$ cat src/rtl/key_switch_detect.sv
// Purpose : debounce two active-low push keys and drive the emulated wall-switch level
//           (Key[0] toggles it, Key[1] runs a fixed-length off-then-on "flick").
// Latency : key_pulse DEBOUNCE_MS..DEBOUNCE_MS+1 ms after the synced edge (+2 sync cycles);
//           fake_switch/flick_busy follow key_pulse by one Sys_CLK.
// Flow    : no backpressure; every accepted press yields one key_pulse, auto-repeat never occurs.
//
// Ports:
//   Sys_CLK      in   system clock
//   Sys_RST      in   asynchronous active-high reset
//   Key[1:0]     in   raw keys, active-low, asynchronous to Sys_CLK
//   key_level    out  debounced key state, 1 = pressed
//   key_pulse    out  single-cycle pulse per accepted press
//   fake_switch  out  emulated switch level, 1 = on
//   flick_busy   out  high while a flick off-period is running
module key_switch_detect #(
  parameter int CLK_HZ      = 50_000_000,
  parameter int DEBOUNCE_MS = 20,
  parameter int FLICK_MS    = 200
) (
  input  logic       Sys_CLK,
  input  logic       Sys_RST,
  input  logic [1:0] Key,
  output logic [1:0] key_level,
  output logic [1:0] key_pulse,
  output logic       fake_switch,
  output logic       flick_busy
);

  localparam int TICK_DIV = CLK_HZ / 1000;
  localparam int PW       = (TICK_DIV > 1) ? $clog2(TICK_DIV) : 1;
  localparam int CW       = $clog2(DEBOUNCE_MS + 1);
  localparam int FW       = $clog2(FLICK_MS + 1);

  localparam logic [PW-1:0] TICK_MAX = PW'(TICK_DIV - 1);
  localparam logic [CW-1:0] DB_MAX   = CW'(DEBOUNCE_MS);
  localparam logic [FW-1:0] FL_MAX   = FW'(FLICK_MS);

  typedef enum logic [1:0] {
    RELEASED    = 2'd0,
    PRESS_CHK   = 2'd1,
    PRESSED     = 2'd2,
    RELEASE_CHK = 2'd3
  } key_state_t;

  // Two-flop synchroniser; resets to the idle (released) key level.
  logic [1:0] key_meta;
  logic [1:0] key_sync;

  always_ff @(posedge Sys_CLK or posedge Sys_RST) begin
    if (Sys_RST) begin
      key_meta <= 2'b11;
      key_sync <= 2'b11;
    end else begin
      key_meta <= Key;
      key_sync <= key_meta;
    end
  end

  // Free-running 1 ms tick prescaler.
  logic [PW-1:0] pre_cnt;
  logic          tick;

  assign tick = (pre_cnt == TICK_MAX);

  always_ff @(posedge Sys_CLK or posedge Sys_RST) begin
    if (Sys_RST) begin
      pre_cnt <= '0;
    end else if (tick) begin
      pre_cnt <= '0;
    end else begin
      pre_cnt <= pre_cnt + 1'b1;
    end
  end

  // Per-key debounce FSM. The check states require DEBOUNCE_MS+1 ticks with the new
  // level held: the first tick may land anywhere in the first millisecond, so this
  // guarantees at least DEBOUNCE_MS full milliseconds of stability.
  for (genvar i = 0; i < 2; i++) begin : g_key
    key_state_t    state;
    key_state_t    state_nxt;
    logic [CW-1:0] cnt;
    logic [CW-1:0] cnt_nxt;
    logic          pulse;

    always_ff @(posedge Sys_CLK or posedge Sys_RST) begin
      if (Sys_RST) begin
        state <= RELEASED;
        cnt   <= '0;
      end else begin
        state <= state_nxt;
        cnt   <= cnt_nxt;
      end
    end

    always_comb begin
      state_nxt = state;
      cnt_nxt   = cnt;
      pulse     = 1'b0;
      unique case (state)
        RELEASED: begin
          if (!key_sync[i]) begin
            state_nxt = PRESS_CHK;
            cnt_nxt   = '0;
          end
        end
        PRESS_CHK: begin
          if (key_sync[i]) begin
            state_nxt = RELEASED;
          end else if (tick) begin
            if (cnt == DB_MAX) begin
              state_nxt = PRESSED;
              pulse     = 1'b1;
            end else begin
              cnt_nxt = cnt + 1'b1;
            end
          end
        end
        PRESSED: begin
          if (key_sync[i]) begin
            state_nxt = RELEASE_CHK;
            cnt_nxt   = '0;
          end
        end
        RELEASE_CHK: begin
          if (!key_sync[i]) begin
            state_nxt = PRESSED;
          end else if (tick) begin
            if (cnt == DB_MAX) begin
              state_nxt = RELEASED;
            end else begin
              cnt_nxt = cnt + 1'b1;
            end
          end
        end
        default: begin
          state_nxt = RELEASED;
          cnt_nxt   = '0;
        end
      endcase
    end

    // The pulse is the accept transition itself: it is built only from registered
    // state, the registered synced key and the registered prescaler, so it is clean.
    assign key_pulse[i] = pulse;
    assign key_level[i] = (state == PRESSED) || (state == RELEASE_CHK);
  end

  // Switch / flick control.
  logic [FW-1:0] flick_cnt;

  always_ff @(posedge Sys_CLK or posedge Sys_RST) begin
    if (Sys_RST) begin
      fake_switch <= 1'b0;
      flick_busy  <= 1'b0;
      flick_cnt   <= '0;
    end else if (key_pulse[0]) begin
      // A toggle always wins; during a flick it aborts with the switch left off.
      if (flick_busy) begin
        fake_switch <= 1'b0;
        flick_busy  <= 1'b0;
        flick_cnt   <= '0;
      end else begin
        fake_switch <= ~fake_switch;
      end
    end else if (key_pulse[1] && fake_switch && !flick_busy) begin
      fake_switch <= 1'b0;
      flick_busy  <= 1'b1;
      flick_cnt   <= '0;
    end else if (flick_busy) begin
      if (flick_cnt == FL_MAX) begin
        fake_switch <= 1'b1;
        flick_busy  <= 1'b0;
        flick_cnt   <= '0;
      end else if (tick) begin
        flick_cnt <= flick_cnt + 1'b1;
      end
    end
  end

endmodule

$ cat config.mk
export PLATFORM = sky130hd
export DESIGN_NAME = key_switch_detect
export DESIGN_NICKNAME = d
export VERILOG_FILES = /design/src/rtl/key_switch_detect.sv
export SDC_FILE = /design/constraint.sdc
export NUM_CORES = 1
export LEC_CHECK = 0
export ABC_AREA = 0
export CORE_MARGIN = 5
export CORE_UTILIZATION = 64
export DETAILED_ROUTE_END_ITERATION = 12
export PLACE_DENSITY = 0.89
export REMOVE_ABC_BUFFERS = 1
export SYNTH_ARGS = -nofsm -noshare
export SYNTH_HDL_FRONTEND = slang
export SYNTH_SLANG_ARGS = --single-unit
$ cat constraint.sdc
create_clock -name Sys_CLK -period 3.75 [get_ports Sys_CLK]
set_input_delay 0.75 -clock Sys_CLK [delete_from_list [all_inputs] [get_ports Sys_CLK]]
set_output_delay 0.75 -clock Sys_CLK [all_outputs]
set_load 0.005 [all_outputs]
==> results of run 1 <==
## stage by stage
step           hold slack [ns]  total power [mW]  instance area [um2]  setup slack [ns]  std cells
2_1_floorplan            0.345             0.503                 2210              1.32        221
3_3_place_gp             0.347             0.512                 2380              1.13        278
3_5_place_dp             0.349             0.512                 2380              1.08        278
4_1_cts                  0.365             0.745                 2440             0.675        286
5_1_grt                  0.372             0.771                 2440             0.463        286
6_report                 0.363             0.738                 2440             0.679        286
## synth_stat cells (all sizes together)
library cell and instances:
and3 7, clkbuf 3, o21ai 20, ha 7, xnor2 9, nor3 2, inv 10, o31ai 2
a21o 2, nor4b 4, or3 3, and4 2, nor2b 3, and4b 2, nor2 18, a31oi 4
or4 1, nand2 20, nand3 15, mux2 2, xor2 8, nand4 7, a22o 7, and2 3
dfstp 4, or2 2, buf 4, dfrtp 40, nand4b 2, o41ai 1, a21oi 10, a21boi 1
and4bb 3
## sequential cells by signal, indices dropped and copies added, names as in the netlist, named ones only
signal       flops
key_sync         2
pre_cnt         16
g_key.state      2
flick_cnt        8
key_meta         2
g_key.cnt       10
flick_busy       1
fake_switch      1
## layer usage
layer	part of all wire (%)	GRT usage (%)	wire [um]
met1	46	25.0	1970
met5	0	0	0
met2	48	30.8	2030
met3	3.4	3.48	145
met4	2.0	8.24	83
## cell type report
type	count	area, um2
Timing Repair Buffer	11	105
Tap cell	46	57.6
Clock buffer	8	58.8
Multi-Input combinational cell	167	1070
Fill cell	259	927
Sequential cell	44	1110
Inverter	10	37.5
## where the power goes
part / internal (mW) / switching, mW / total [mW]
registers: 0.479 / 0.00367 / 0.483
logic: 0.00593 / 0.0135 / 0.0194
clock network: 0.0927 / 0.142 / 0.235
## logic make-up (layout without fill, tap and decap cells)
group,count (synthesis),after routing,synth area share [%]
AO/OA/AOI/OAI,47,47,12.6
XOR/XNOR,17,17,6.62
adder cells (fa/ha/maj),7,7,3.89
buffers and inverters,17,29,3.28
flip-flops,44,44,49.1
multiplexers,2,2,1.00
AND/OR/NAND/NOR,94,94,23.5
## cell usage in the layout (no fill, tap or decap), types with 2 or more instances in the layout
cell / count
nor2b_1: 3
nor4b_1: 3
and3_1: 7
nor2_1: 18
clkbuf_4: 5
xor2_1: 8
a21oi_1: 10
nand4_1: 7
nor3_1: 2
and4bb_2: 3
nand2_1: 20
a21o_1: 2
clkdlybuf4s50_1: 9
dfstp_2: 4
ha_1: 7
or3_1: 3
clkbuf_1: 2
and4b_1: 2
dfrtp_1: 40
nand3_1: 15
a31oi_1: 4
and2_1: 3
buf_4: 2
a22o_1: 6
o31ai_1: 2
xnor2_1: 9
inv_1: 9
mux2_2: 2
o21ai_1: 2
and4_1: 2
nand4b_1: 2
o21ai_0: 18
## worst min-delay path by stage
stage	from	endpoint	slack [ns]	cells after the start
after floorplan	key_meta[0]	key_sync[0]	0.35	0
after global placement	key_meta[1]	key_sync[1]	0.35	0
after detailed placement	key_meta[0]	key_sync[0]	0.35	0
after CTS	key_meta[0]	key_sync[0]	0.37	0
after global routing	key_meta[0]	key_sync[0]	0.37	0
final	key_meta[0]	key_sync[0]	0.36	0
==> flow_metrics.tcl, run 1 <==
set metrics [dict create \
    start_util_pct 66.9 \
    utilization_pct 72.4 \
    reg2reg_to "flick_cnt[6]" \
    period_share_pct 81.9 \
    syn_inst 228 \
    worst_setup_path_end_kind "output port" \
    r2r_slack_ns 1.43 \
    cp_slowest_cell "clkdlybuf4s50_1" \
    clockBufferDepth 2 \
    timing.fmax_mhz 326 \
    post-cts-setup-buffer-count 0 \
    vias 1715 \
    cp_num_buf_inv 2 \
    path_cells "inv_1 > ha_1 > and4b_1 > nand3_1 > nor2_1 > clkdlybuf4s50_1" \
    grt_max_degree 37 \
    syn_area_um2 2250 \
    worstPathMaxFanout 5 \
    die_h_um 69.3 \
    maxCapViolCount 0 \
    drt_first_pass_iters 4 \
    yosysSeqAreaShare_pct 49.1 \
    wl_per_cell_um 14.8 \
    core_um2 3360 \
    overflow 0 \
    startpoint "g_key[0].cnt[0]" \
    yosys_warnings 0 \
    finalHoldViolCount 0 \
    ys_types 38 \
    htreeDepth 2 \
    cp_data_arrival_time_ns 2.32 \
    yosys.area.top_type "dfrtp_1" \
    route.detailed.drc 0 \
    worstSetupEndpoint "key_pulse[0]" \
    rsz0062_at_grt "false" \
    viasPerCell 6.00 \
    clock_latency_ns 0.35 \
    drive_gt1_share_pct 8.75 \
    gp_congestion 0.848 \
    synthTopCellsByArea "dfrtp_1 44%, dfstp_2 4.7%, o21ai_0 4.0%" \
    finClkSkew_ns 0.0179 \
    cts.sinks 44 \
    slowest_delay_ns 0.56 \
    port_buffers 9 \
    grt_pass1_wl_mm 7.52 \
    setup-tns-final_ns 0 \
    r2r_start "flick_cnt[0]" \
    finalSetupViolCount 0 \
    cp_top_family "simple AND/OR/NAND/NOR gates" \
    drt.antenna.violating_nets 0 \
    cellLeakagePower_nw 1.04 \
    fp.dieArea_um2 4800 \
    crit_required_ns 3.00 \
    cts_hold_buf 0 \
    reg2reg_depth 8 \
    diodes 0 \
    crit_type "flip-flop to output port" \
    drt_iter0_drc 208 \
    grt_pass1_vias 1705 \
    cts_tree "yes" \
    grt_use_total_pct 19.1 \
    wl_mm 4.23 \
    maxSlewHeadroom_pct 47.6 \
    area_delta_synth_final_pct 8.23 \
    outcome "completed" \
    min_period_ns 3.07 \
    avgSynthCellArea_um2 9.87 \
    synth_top_area_share_pct 44.5 \
    dp.final_hpwl_mm 3.05 \
    hold_class "flip-flop to flip-flop" \
    synth-seq-cells 44 \
    numCtsBuffers 5 \
    fin_nets 250 \
    ios 10 \
    power_density_nw_per_um2 303 \
    rows 21 \
    antenna_found_initial 0 \
    crit_cells 6 \
    cts_root_buf "clkbuf_4" \
    cp-start-kind "flip-flop" \
    peakVddDrop_uv 214 \
    tightest_slew_ns 0.775 \
    die_w_um 69.3 \
    clk_pin_slew_ns 0.12 \
    timing.final.max_slew_violations 0 \
    ctsResizeCount 0 \
]
Power figures use the tool's default switching activity.
==> inputs of run 2 (changes only) <==
CORE_UTILIZATION = 59   (was 64)
PLACE_DENSITY = 0.83   (was 0.89)
clock period = 2.9 ns   (was 3.75 ns; I/O delays follow)
==> run 2 against run 1 <==
Compared with the run above:
- combinational power increased by 40%
- hold slack got worse by 0.0019 ns
- largest power group unchanged
- largest cell class unchanged
- critical endpoint is now key_pulse[1]
- highest routed layer unchanged
- critical path type unchanged
- sequential share of layout area decreased by 1.6 points
- first-iteration DRC count decreased by 49%
- clock-buffer cell count decreased by 2
==> flow_metrics.tcl, run 2 (same netlist as run 1, synthesis figures left out) <==
set metrics [dict create \
    start_util_pct 61.0 \
    wl_met2_mm 2.06 \
    wl_per_cell_um 14.8 \
    drt_first_pass_iters 4 \
    grt_pass1_wl_mm 7.41 \
    fin_nets 253 \
    crit_type "flip-flop to output port" \
    clk_pin_slew_ns 0.08 \
    peakVddDrop_uv 361 \
    slowest_delay_ns 0.52 \
    maxSlewHeadroom_pct 58.9 \
    grt_max_degree 21 \
    gp_congestion 0.859 \
    die_h_um 71.8 \
    min_from "key_meta[0]" \
    cts_hold_buf 0 \
    final_common_cell "dfrtp_1" \
    crit_required_ns 2.32 \
    cts_root_buf "clkbuf_8" \
    port_buffers 9 \
    cts_tree "yes" \
    worstPathMaxFanout 5 \
    maxCapViolCount 0 \
    cp_data_arrival_time_ns 2.20 \
    rows 22 \
    overflow 0 \
    numCtsBuffers 5 \
    clockBufferDepth 2 \
    ios 10 \
    grt_use_total_pct 18.0 \
    worst_setup_path_end_kind "output port" \
    viasPerCell 5.91 \
    wl_mm 4.30 \
    cp_top_family "simple AND/OR/NAND/NOR gates" \
    p_seq_share_pct 56.6 \
    cp_num_buf_inv 1 \
    dr.max_layer_used "met4" \
    reg2reg_depth 7 \
    finalHoldViolCount 0 \
    antenna_found_initial 0 \
    path_cells "nor4b_2 > and4_1 > nand3_1 > nor3_1 > clkdlybuf4s50_1" \
    route.detailed.drc 0 \
    hold_class "flip-flop to flip-flop" \
    r2r_slack_ns 0.75 \
    core_um2 3690 \
    area_delta_synth_final_pct 12.3 \
    reg2reg_to "flick_cnt[5]" \
    regMostFlops "pre_cnt" \
    r2r_start "pre_cnt[12]" \
    pwr-share-comb_pct 2.5 \
    timing.fmax_mhz 359 \
    wl_met3_um 147 \
    diodes 0 \
    htreeDepth 2 \
    grt_pass1_vias 1632 \
    cellLeakagePower_nw 1.08 \
    stdcell_count 291 \
    p_int_mw 0.884 \
    tightest_slew_ns 0.613 \
    clock_latency_ns 0.29 \
    power_density_nw_per_um2 437 \
    dp.final_hpwl_mm 3.05 \
    switching_share_pct 19.9 \
    period_share_pct 96.0 \
    timing.final.max_slew_violations 0 \
    min_period_ns 2.78 \
    outcome "completed" \
    pre_cts_slack_ns 0.393 \
    finalSetupViolCount 0 \
    placed_cells 283 \
    finClkSkew_ns 0.00695 \
    holdPathEnd "key_sync[0]" \
    die_w_um 71.8 \
    largestRegisters "pre_cnt: 16 flops, g_key.cnt: 10 flops, flick_cnt: 8 flops" \
    setup_ws_ns 0.116 \
    hold_depth 0 \
    mostFrequentLayoutCells "39 x dfrtp_1, 20 x nand2_1, 18 x o21ai_0, 17 x nor2_1, 15 x nand3_1" \
    cts.sinks 44 \
    drive_gt1_share_pct 12.3 \
    power.share.clock_pct 41.0 \
    largest_register_ffs 16 \
    cp-start-kind "flip-flop" \
    fp.dieArea_um2 5150 \
    vias 1721 \
    cp_slowest_cell "clkdlybuf4s50_1" \
    drt.antenna.violating_nets 0 \
    wl_met1_mm 2.03 \
    drt_iter0_drc 106 \
    p_switching_mw 0.219 \
]
[run 2: cell count changes in the layout (fill, tap and decap cells not counted), sizes merged]
| cell | change |
|---|---|
| clkinv | +1 |
| bufinv | +1 |
| buf | +3 |
| clkbuf | -2 |
[run 2: metrics by stage]
step           power (mW)  setup TNS [ns]  area [um2]  hold WS (ns)  util (%)
2_1_floorplan       0.651               0        2210         0.345         -
3_3_place_gp        0.664               0        2400         0.347      65.1
3_5_place_dp        0.664               0        2400         0.349      65.1
4_1_cts              1.11               0        2510         0.362      68.0
5_1_grt              1.14         -0.0251        2530         0.367      68.5
6_report             1.10               0        2530         0.361      68.5
[run 2: what timing repair did]
action                                  4_1_cts  5_1_grt
setup buffers                                 0        0
endpoints found under the setup margin        0        2
resized for setup                             0        5
[run 2: layout make-up]
class | instances | area (um2)
Clock buffer | 6 | 72.6
Clock inverter | 2 | 35.0
Fill cell | 291 | 1160
Inverter | 10 | 37.5
Multi-Input combinational cell | 167 | 1090
Sequential cell | 44 | 1110
Tap cell | 48 | 60.1
Timing Repair Buffer | 14 | 128
[run 2: power by group through the flow]
stage / registers, mW / clock network (mW) / logic, mW
3_5_place_dp: 0.636 / 0 / 0.0279
3_3_place_gp: 0.636 / 0 / 0.0277
5_1_grt: 0.625 / 0.487 / 0.0321
6_report: 0.624 / 0.452 / 0.0272
4_1_cts: 0.624 / 0.459 / 0.0283
2_1_floorplan: 0.635 / 0 / 0.0159
[run 2: worst register-to-register path, delay by kind of cell (launching register included)]
kind	cells	cell delay [ns]
and+or+nand+nor	4	1.11
buffers and inverters	1	0.26
AOI/OAI and AO/OA	2	0.21
DFF	1	0.45
[run 2: routing by layer]
layer / track usage [%] / vias up
met4: 5.22 / 0
met3: 3.79 / 9
met5: 0 / -
met2: 28.3 / 29
met1: 25.3 / 842
li1: - / 841
[run 2: worst max-delay path by stage]
stage / from / endpoint / slack (ns) / depth (start not counted)
after CTS: pre_cnt[0] / key_pulse[1] / 0.06 / 6
after floorplan: pre_cnt[0] / key_pulse[1] / 0.64 / 5
after global placement: pre_cnt[0] / key_pulse[1] / 0.44 / 6
final: pre_cnt[12] / key_pulse[1] / 0.12 / 5
after detailed placement: pre_cnt[0] / key_pulse[1] / 0.39 / 6
after global routing: pre_cnt[12] / key_pulse[1] / -0.03 / 5
==> inputs of run 3 (changes only) <==
ABC_CLOCK_PERIOD_IN_PS = 2700   (was unset)
SKIP_LAST_GASP = 1   (was unset)
clock period = 2.7 ns   (was 2.9 ns; I/O delays follow)
==> run 3 against run 2 <==
Compared with the run above:
- register-to-register slack lost 0.17 ns
- utilization is 3.0 points higher
- critical path depth up 1
- largest power group unchanged
- largest cell class is now multi-input combinational cells
==> flow_metrics.tcl, run 3 (same netlist as run 1, synthesis figures left out) <==
set metrics [dict create \
    outcome "completed" \
    setup-tns-final_ns 0 \
    die_w_um 71.8 \
    die_h_um 71.8 \
    clockBufferDepth 2 \
    hold_class "flip-flop to flip-flop" \
    cp_data_arrival_time_ns 2.06 \
    area_delta_synth_final_pct 17.2 \
    wl_mm 4.86 \
    finalHoldViolCount 0 \
    tightest_slew_ns 0.815 \
    wl_met1_mm 2.10 \
    maxSlewHeadroom_pct 45.3 \
    timing.fmax_mhz 384 \
    cts_hold_buf 0 \
    fp.dieArea_um2 5150 \
    viasPerCell 6.20 \
    dp.final_hpwl_mm 3.01 \
    ios 10 \
    regMostFlops "pre_cnt" \
    fillerInstances 256 \
    fin_nets 263 \
    period_share_pct 96.5 \
    port_buffers 9 \
    worstPathMaxFanout 5 \
    core_um2 3690 \
    antenna_found_initial 0 \
    drt.antenna.violating_nets 0 \
    final_common_cell "dfrtp_1" \
    largestRegisters "pre_cnt: 16 flops, g_key.cnt: 10 flops, flick_cnt: 8 flops" \
    drive_gt1_share_pct 18.6 \
    grt_pass1_vias 1662 \
    power_density_nw_per_um2 427 \
    timing.final.max_slew_violations 0 \
    rsz0062_at_grt "false" \
    finClkSkew_ns 0.00734 \
    hold_ws_ns 0.357 \
    cts_tree "yes" \
    htreeDepth 2 \
    start_util_pct 61.0 \
    worst_setup_path_end_kind "output port" \
    pre_cts_slack_ns 0.223 \
    crit_type "flip-flop to output port" \
    grt_max_degree 24 \
    cts.sinks 44 \
    overflow 0 \
    min_period_ns 2.60 \
    wl_met2_mm 2.39 \
    cts_root_buf "clkbuf_8" \
    vias 1867 \
    crit_required_ns 2.16 \
    largest_register_ffs 16 \
    numCtsBuffers 5 \
    cp-start-kind "flip-flop" \
    grt_pass1_wl_mm 7.63 \
    clk_pin_slew_ns 0.08 \
    mostFrequentLayoutCells "35 x dfrtp_1, 20 x nand2_1, 18 x o21ai_0, 17 x nor2_1, 15 x buf_4" \
    clock_latency_ns 0.30 \
    peakVddDrop_uv 341 \
    finalSetupViolCount 0 \
    wl_met3_um 210 \
    dr.max_layer_used "met4" \
    cellLeakagePower_nw 1.13 \
    drt_iter0_drc 191 \
    wl_per_cell_um 16.1 \
    setup_ws_ns 0.0951 \
    power.total_mw 1.13 \
    drt_first_pass_iters 4 \
    grt_use_total_pct 18.9 \
    diodes 0 \
    gp_congestion 0.862 \
    rows 22 \
    utilization_pct 71.5 \
    route.detailed.drc 0 \
    maxCapViolCount 0 \
]
## run 3: cell count changes in the layout (fill, tap and decap cells not counted), sizes merged
cell	change
buf	+10
bufinv	-1
clkbuf	+2
clkdlybuf4s50	-1
clkinv	-1
dlymetal6s2s	+1
## run 3: repair_timing
item,CTS,global route
hold endpoints to repair,0,0
pin swaps,1,1
setup buffers,3,6
gates resized for setup,4,14
setup endpoints to repair,2,2
## run 3: final cells by class
type,instances,area (um2),share of cell area [%]
Multi-Input combinational cell,167,1130,42.9
Sequential cell,44,1110,42.2
Timing Repair Buffer,24,205,7.78
Clock buffer,8,90.1,3.42
Tap cell,48,60.1,2.28
Inverter,10,37.5,1.42
## run 3: path summary, 6_finish.rpt
kind / slack (ns) / to / from / depth (start not counted)
setup reg to reg: 0.58 / g_key[0].cnt[3] / pre_cnt[7] / 7
min in group asynchronous: 0.60 / pre_cnt[12] / Sys_RST / 2
max in group asynchronous: 1.43 / key_meta[1] / Sys_RST / 3
hold / removal: 0.36 / key_sync[1] / key_meta[1] / 0
hold reg to reg: 0.36 / key_sync[1] / key_meta[1] / 0
setup / recovery: 0.1 / key_pulse[0] / g_key[0].cnt[1] / 6
## run 3: power by group
group / total (mW) / switching, mW / internal [mW]
clock network: 0.424 / 0.215 / 0.209
logic: 0.0304 / 0.0201 / 0.0102
registers: 0.671 / 0.00601 / 0.665
total: 1.13 / 0.242 / 0.884
## run 3: per-stage QoR
stage	instances	instance area, um2
final	301	2640
after CTS	295	2540
after global routing	301	2640
after detailed placement	284	2410
after floorplan	221	2210
after global placement	284	2410
## run 3: critical path, cell delays in order (launching register included)
cell and delay, ns:
dfrtp_1 0.43, inv_1 0.08, ha_1 0.14, and4b_2 0.30, nand3_4 0.13, nor2_4 0.16, clkdlybuf4s50_1 0.52
## run 3: routing by layer
metal / GRT usage, % / up-vias
met1: 24.2 / 921
met2: 29.8 / 63
met5: 0 / -
met3: 4.21 / 21
met4: 9.81 / 0
li1: - / 862
